===== src/rtl/uart_rx_peri.sv =====
// uart_rx_peri: memory-mapped UART receiver (8N1, optional even parity).
// Over-samples uart_rxd_i, deframes bytes into an RX FIFO, and exposes
// RXDATA/STATUS/BAUD/CTRL registers on the peripheral bus.
// Optional feature: define UART_RX_PARITY_EN for even-parity checking
// (PARITY state, STATUS[4] parity_err, CTRL[2] parity_en).
module uart_rx_peri #(
   parameter int unsigned FIFO_DEPTH  = 8,
   parameter logic [15:0] DEFAULT_DIV = 16'd868
) (
   input  logic        clk,
   input  logic        rst_n,
   input  logic        uart_rxd_i,
   input  logic        req_i,
   input  logic        sel_i,
   input  logic        we_i,
   input  logic [3:0]  addr_i,
   input  logic [31:0] w_data_i,
   output logic [31:0] r_data_o,
   output logic        ack_o,
   output logic        irq_o
);

   localparam int unsigned AW = $clog2(FIFO_DEPTH);

`ifdef UART_RX_PARITY_EN
   typedef enum logic [2:0] {S_IDLE, S_START, S_DATA, S_PARITY, S_STOP} state_t;
`else
   typedef enum logic [2:0] {S_IDLE, S_START, S_DATA, S_STOP} state_t;
`endif

   state_t      state;
   logic        rxd_s1, rxd_s2, rxd_prev;
   logic        fall;
   logic [15:0] baud, div_eff, div_lat, cnt;
   logic [2:0]  bit_idx;
   logic [7:0]  shreg;
   logic        rx_en, irq_en;
   logic        push_stb, set_frame;
   logic [7:0]  push_data;
   logic        overrun, frame_err;
`ifdef UART_RX_PARITY_EN
   logic        parity_en, parity_err, set_par, par_bad;
`endif

   logic [7:0]  mem [FIFO_DEPTH];
   logic [AW:0] wr_ptr, rd_ptr;
   logic        empty, full;

   logic        bus_hit, wr_hit, rd_hit, w1c;
   logic [1:0]  reg_sel;
   logic        do_pop, do_push, ovr_set;
   logic [31:0] status_word, ctrl_word, rd_mux;
   logic        unused_bits;

   assign unused_bits = &{1'b0, addr_i[1:0], w_data_i[31:16]};

   assign fall    = rxd_prev & ~rxd_s2;
   assign div_eff = (baud < 16'd4) ? 16'd4 : baud;

   assign bus_hit = req_i & sel_i;
   assign wr_hit  = bus_hit & we_i;
   assign rd_hit  = bus_hit & ~we_i;
   assign reg_sel = addr_i[3:2];
   assign w1c     = wr_hit & (reg_sel == 2'd1);

   assign empty = (wr_ptr == rd_ptr);
   assign full  = (wr_ptr[AW] != rd_ptr[AW]) && (wr_ptr[AW-1:0] == rd_ptr[AW-1:0]);

   // A same-cycle pop frees the slot, so a push into a full FIFO still lands.
   assign do_pop  = rd_hit & (reg_sel == 2'd0) & ~empty;
   assign do_push = push_stb & (~full | do_pop);
   assign ovr_set = push_stb & full & ~do_pop;

   // Register read views and read-data mux.
   always_comb begin
      status_word    = '0;
      status_word[0] = ~empty;
      status_word[1] = full;
      status_word[2] = overrun;
      status_word[3] = frame_err;
      ctrl_word      = '0;
      ctrl_word[0]   = rx_en;
      ctrl_word[1]   = irq_en;
`ifdef UART_RX_PARITY_EN
      status_word[4] = parity_err;
      ctrl_word[2]   = parity_en;
`endif
      rd_mux = '0;
      case (reg_sel)
         2'd0:    rd_mux[7:0]  = empty ? 8'h00 : mem[rd_ptr[AW-1:0]];
         2'd1:    rd_mux       = status_word;
         2'd2:    rd_mux[15:0] = baud;
         default: rd_mux       = ctrl_word;
      endcase
   end

   // Two-flop synchronizer plus one flop of edge history; idle level is high.
   always_ff @(posedge clk or negedge rst_n) begin
      if (!rst_n) begin
         rxd_s1   <= 1'b1;
         rxd_s2   <= 1'b1;
         rxd_prev <= 1'b1;
      end else begin
         rxd_s1   <= uart_rxd_i;
         rxd_s2   <= rxd_s1;
         rxd_prev <= rxd_s2;
      end
   end

   // Receive FSM: mid-bit sampling with a divider latched at frame start.
   always_ff @(posedge clk or negedge rst_n) begin
      if (!rst_n) begin
         state     <= S_IDLE;
         cnt       <= '0;
         div_lat   <= DEFAULT_DIV;
         bit_idx   <= '0;
         shreg     <= '0;
         push_stb  <= 1'b0;
         push_data <= '0;
         set_frame <= 1'b0;
`ifdef UART_RX_PARITY_EN
         set_par   <= 1'b0;
         par_bad   <= 1'b0;
`endif
      end else begin
         push_stb  <= 1'b0;
         set_frame <= 1'b0;
`ifdef UART_RX_PARITY_EN
         set_par   <= 1'b0;
`endif
         if (!rx_en) begin
            state <= S_IDLE;
         end else begin
            case (state)
               S_IDLE: begin
                  if (fall) begin
                     state   <= S_START;
                     div_lat <= div_eff;
                     cnt     <= div_eff >> 1;
                  end
               end
               S_START: begin
                  if (cnt == 16'd0) begin
                     if (!rxd_s2) begin
                        state   <= S_DATA;
                        cnt     <= div_lat - 16'd1;
                        bit_idx <= '0;
`ifdef UART_RX_PARITY_EN
                        par_bad <= 1'b0;
`endif
                     end else begin
                        state <= S_IDLE;
                     end
                  end else begin
                     cnt <= cnt - 16'd1;
                  end
               end
               S_DATA: begin
                  if (cnt == 16'd0) begin
                     shreg <= {rxd_s2, shreg[7:1]};
                     cnt   <= div_lat - 16'd1;
                     if (bit_idx == 3'd7) begin
`ifdef UART_RX_PARITY_EN
                        state <= parity_en ? S_PARITY : S_STOP;
`else
                        state <= S_STOP;
`endif
                     end else begin
                        bit_idx <= bit_idx + 3'd1;
                     end
                  end else begin
                     cnt <= cnt - 16'd1;
                  end
               end
`ifdef UART_RX_PARITY_EN
               S_PARITY: begin
                  if (cnt == 16'd0) begin
                     if (rxd_s2 != ^shreg) begin
                        par_bad <= 1'b1;
                        set_par <= 1'b1;
                     end
                     cnt   <= div_lat - 16'd1;
                     state <= S_STOP;
                  end else begin
                     cnt <= cnt - 16'd1;
                  end
               end
`endif
               S_STOP: begin
                  if (cnt == 16'd0) begin
                     if (rxd_s2) begin
`ifdef UART_RX_PARITY_EN
                        push_stb <= ~par_bad;
`else
                        push_stb <= 1'b1;
`endif
                        push_data <= shreg;
                     end else begin
                        set_frame <= 1'b1;
                     end
                     state <= S_IDLE;
                  end else begin
                     cnt <= cnt - 16'd1;
                  end
               end
               default: state <= S_IDLE;
            endcase
         end
      end
   end

   // FIFO pointers.
   always_ff @(posedge clk or negedge rst_n) begin
      if (!rst_n) begin
         wr_ptr <= '0;
         rd_ptr <= '0;
      end else begin
         if (do_push) wr_ptr <= wr_ptr + 1'b1;
         if (do_pop)  rd_ptr <= rd_ptr + 1'b1;
      end
   end

   // FIFO storage (contents need no reset; pointers define validity).
   always_ff @(posedge clk) begin
      if (do_push) mem[wr_ptr[AW-1:0]] <= push_data;
   end

   // Bus registers, sticky status flags (hardware set beats W1C), irq.
   always_ff @(posedge clk or negedge rst_n) begin
      if (!rst_n) begin
         baud       <= DEFAULT_DIV;
         rx_en      <= 1'b0;
         irq_en     <= 1'b0;
         overrun    <= 1'b0;
         frame_err  <= 1'b0;
         ack_o      <= 1'b0;
         r_data_o   <= '0;
         irq_o      <= 1'b0;
`ifdef UART_RX_PARITY_EN
         parity_en  <= 1'b0;
         parity_err <= 1'b0;
`endif
      end else begin
         ack_o    <= bus_hit;
         r_data_o <= rd_hit ? rd_mux : '0;
         if (wr_hit && reg_sel == 2'd2) baud <= w_data_i[15:0];
         if (wr_hit && reg_sel == 2'd3) begin
            rx_en  <= w_data_i[0];
            irq_en <= w_data_i[1];
`ifdef UART_RX_PARITY_EN
            parity_en <= w_data_i[2];
`endif
         end
         overrun   <= ovr_set   | (overrun   & ~(w1c & w_data_i[2]));
         frame_err <= set_frame | (frame_err & ~(w1c & w_data_i[3]));
`ifdef UART_RX_PARITY_EN
         parity_err <= set_par  | (parity_err & ~(w1c & w_data_i[4]));
         irq_o <= irq_en & (~empty | overrun | frame_err | parity_err);
`else
         irq_o <= irq_en & (~empty | overrun | frame_err);
`endif
      end
   end

endmodule


===== config.mk =====
export PLATFORM = sky130hd
export DESIGN_NAME = uart_rx_peri
export DESIGN_NICKNAME = d
export VERILOG_FILES = /design/src/rtl/uart_rx_peri.sv
export SDC_FILE = /design/constraint.sdc
export NUM_CORES = 1
export LEC_CHECK = 0
export ABC_AREA = 1
export CORE_MARGIN = 2
export CORE_UTILIZATION = 61
export CTS_BUF_LIST = sky130_fd_sc_hd__clkbuf_16
export CTS_CLUSTER_DIAMETER = 120
export DETAILED_ROUTE_END_ITERATION = 12
export MAX_ROUTING_LAYER = met4
export PLACE_DENSITY = 0.93
export SYNTH_ARGS = -nofsm -noshare
export SYNTH_HDL_FRONTEND = slang
export SYNTH_SLANG_ARGS = --single-unit
export TNS_END_PERCENT = 30

===== constraint.sdc =====
create_clock -name clk -period 4.7 [get_ports clk]
set_clock_uncertainty 0.1 [all_clocks]
set_input_delay 0.94 -clock clk [delete_from_list [all_inputs] [get_ports clk]]
set_output_delay 0.94 -clock clk [all_outputs]
set_load 0.01 [all_outputs]

==> results by group <==
Status
  – Status: finished clean

Global route
  – GR Layer Usage met1: 0.3663
  – First-pass GRT wire length: around 34000 µm
  – Met2 Track Usage GR: 0.4948
  – Largest net degree at the start of global routing: 55
  – Vias in the first global route: around 6700
  – Gr busiest metal: met2
  – Initial antenna violation count: 0
  – GR Util met3: 0.07334
  – Gr usage total: 0.3073
  – Gr ovfl total: 0

Logic synthesis
  – Sequential fraction of the synthesis area: 0.5254
  – Mapped cell area: 8642 µm²
  – Seq cells post-synth: around 170
  – Post-synth EDFFs: 64
  – Synthesized instance count: 1004
  – Yosys warnings: 0
  – Prevailing post-synth register cell: dfrtp_1
  – Yosys cell types: roughly 40
  – Mean Syn Cell Area: between 8 and 9 µm²
  – Synth async-reset ratio: 0.6190

Clock tree
  – Post-CTS setup buffer count: 0
  – Clk buf depth: 2
  – CTS resizes: 0
  – CTS tree: yes
  – Skew-Pair Late Insertion Delay: 0.43 ns
  – CTS Hold Bufs: 0
  – Num CTS Buffers: 17
  – Root Buffer: clkbuf_16
  – Worst-path clk slew: approximately 0.070 ns
  – H-tree levels: 4
  – Number of clock sinks: between 150 and 200

Route
  – Starting DRT DRC Count: 883
  – Average via count per standard cell: ~5.8
  – Via count: between 7000 and 8000
  – Drt drc: 0
  – Drt pass-1 iters: 5
  – WL/cell: roughly 17 µm
  – Final wirelength: ~21000 µm
  – ANT nets after route: 0

Setup path
  – Crit path max fanout: 15
  – RR Startpoint: rd_ptr[0]$_DFFE_PN0P_
  – Crit end category: flop
  – Worst EP required: around 4.7 ns
  – CP Launch Type: primary input
  – R2R depth: 9
  – Worst path cell trace: clkdlybuf4s50_1, nand2_1, nor2_2, inv_1, o21ai_2, nand2_4, inv_4, nand2_4, nor2_1
  – Worst path max stage delay: 0.61 ns
  – Buffers plus inverters on the worst setup path: 3
  – Most Frequent Cell on Critical Path: nand2_4
  – Delay-heaviest family, CP: simple AND/OR/NAND/NOR gates
  – Slowest-stage cell, CP: nor2_1
  – Reg2reg end: mem[6][1]$_DFFE_PP_
  – Setup CP Type: primary input to flop
  – Arrival time worst endpoint: between 3 and 4 ns
  – Flop-to-flop setup slack: between 1.5 and 2 ns

Finish
  – Fin nets: roughly 1100
  – Finished Layout Cells: ~1200
  – # diodes: 0
  – Layout cells sized above 1: 0.1013
  – Layout area overhead: 11.63%

Floorplan
  – Die Span X: roughly 120 µm
  – Die Footprint: roughly 15000 µm²
  – Die Y: around 120 µm
  – Num ports: between 70 and 80
  – Core area: 13880 µm²
  – Starting Density: 0.6226
  – Site row count: 43

Flow run
  – Max-Cap Viols: 0

Pwr
  – VDD IR max: roughly 0.35 mV
  – Pwr/cell area: about 510 nW/µm²
  – Leak: roughly 4.3 nW

Placement
  – Worst slack, placed: about 1.0 ns
  – Inst Count DP: about 1200
  – DP HPWL: 13860 µm
  – Final GP Congestion: roughly 0.94
  – I/O Buffers: 41

STA
  – RSZ-0062 raised after global routing: false
  – Fin worst setup slack: 1.339 ns
  – Tmin final: ~3.4 ns
  – Final Max Slew Viols: 0
  – Max Clock Freq: 297.5 MHz
  – Slew @ Worst Pin: approximately 1.1 ns
  – Sum of negative setup slack: 0 ns
  – Worst relative slew slack: 0.2666
  – Final period utilization: 0.7151
  – Final setup fails: 0
  – Final hold viol count: 0

Min path
  – Worst Hold Class: primary input to asynchronous set/reset pin
[state kept, by name, summed over array words and instances (netlist names)]
signal / count
ack_o: 1
baud: 16
bit_idx: 3
cnt: 16
div_lat: 16
frame_err: 1
irq_en: 1
irq_o: 1
mem: 64
overrun: 1
push_data: 8
push_stb: 1
r_data_o: 16
rd_ptr: 4
rx_en: 1
rxd_prev: 1
rxd_s1: 1
rxd_s2: 1
set_frame: 1
shreg: 8
state: 2
wr_ptr: 4
[kinds of logic (layout without fill, tap and decap cells)]
family / count (synthesis) / after routing / synth area share
other: 1 / 16 / 0.0004339
XOR/XNOR: 21 / 21 / 0.02128
AO/OA/AOI/OAI: 143 / 143 / 0.09715
flip-flops: 168 / 168 / 0.5254
adder cells (fa/ha/maj): 11 / 11 / 0.01593
AND/OR/NAND/NOR: 506 / 506 / 0.2566
buffers and inverters: 154 / 181 / 0.08325
[power breakdown]
part	internal (mW)	switching, mW	total (mW)
logic	0.505	1.02	1.52
registers	1.72	0.286	2.00
clock network	0.838	0.597	1.44
[how the worst max path moves through the flow]
stage	startpoint	end	slack, ns	depth (start not counted)
4_1_cts	req_i	mem[6][1]$_DFFE_PP_	1.41	9
5_1_grt	req_i	mem[3][0]$_DFFE_PP_	1.21	9
2_1_floorplan	req_i	mem[1][0]$_DFFE_PP_	2.11	8
3_3_place_gp	req_i	mem[6][5]$_DFFE_PP_	1.14	9
6_report	req_i	mem[6][1]$_DFFE_PP_	1.34	9
3_5_place_dp	req_i	mem[6][5]$_DFFE_PP_	1.03	9
[Yosys cell counts (2+ instances only)]
cell / count / area share
nand2_1: 275 / 0.12
nor2_1: 102 / 0.044
inv_1: 97 / 0.042
dfrtp_1: 91 / 0.26
nand3_1: 76 / 0.044
edfxtp_1: 64 / 0.22
o21ai_0: 51 / 0.030
a21oi_1: 38 / 0.022
buf_4: 18 / 0.016
o21ai_1: 18 / 0.010
o21ai_2: 16 / 0.016
xor2_1: 14 / 0.014
dfstp_2: 13 / 0.040
clkbuf_1: 12 / 0.0052
nor3_1: 12 / 0.0069
buf_2: 11 / 0.0064
ha_1: 11 / 0.016
nor2_2: 10 / 0.0072
o22ai_1: 10 / 0.0072
buf_6: 7 / 0.0091
nand2_2: 7 / 0.0051
xnor2_1: 7 / 0.0071
nand4_1: 6 / 0.0043
nor2_4: 6 / 0.0078
inv_2: 5 / 0.0022
nand2_4: 4 / 0.0052
o221ai_1: 4 / 0.0041
nand3b_1: 3 / 0.0026
buf_1: 2 / 0.00087
nand3_4: 2 / 0.0041
o211ai_1: 2 / 0.0017
[per-stage QoR]
stage          hold WS [ns]  power [mW]  area, µm²  utilization
2_1_floorplan        0.2452       3.100       8698            -
3_3_place_gp         0.2576       3.422       9045       0.6516
3_5_place_dp         0.2578       3.480       9045       0.6516
4_1_cts              0.2355       4.920       9647       0.6950
5_1_grt              0.2413       5.256       9647       0.6950
6_report             0.2362       4.960       9647       0.6950
[worst register-to-register path, cell delays in order (launching register included)]
cell and delay [ns]:
dfrtp_1 0.73, buf_4 0.36, xnor2_1 0.18, nand2_1 0.11, nor2_1 0.07, o21ai_2 0.11, nand2_4 0.11, inv_4 0.11
nand2_4 0.07, nor2_1 0.61
[metal layers]
layer	share of wire	routed length [µm]	up-vias
met3	0.076	1587	91
met1	0.38	7846	3318
met5	0	0	-
li1	-	-	3291
met2	0.50	10370	364
met4	0.048	991	0
[area by class of cell]
class                   instances  area [µm²]
clock buffers                  17       425.4
clock inverters                15       176.4
fillers                       972        4234
inverters                     104       397.9
multi-input cells             697        3443
flip-flops and latches        168        4541
well taps                     180       225.2
repair buffers                 45       437.9
[cell usage in the layout (no fill, tap or decap), types with 6 or more instances in the layout]
cell type / instances
nor2_4: 6
dfrtp_1: 91
inv_1: 98
clkbuf_16: 17
nand2_1: 275
nor2_1: 102
nand4_1: 6
o21ai_1: 18
o21ai_2: 16
a21oi_1: 38
nor2_2: 10
nor3_1: 11
clkdlybuf4s50_1: 40
dfstp_2: 13
o21ai_0: 51
o22ai_1: 10
ha_1: 11
conb_1: 16
nand3_1: 76
xnor2_1: 7
edfxtp_1: 64
xor2_1: 14
nand2_2: 7
Power figures use the tool's default switching activity.
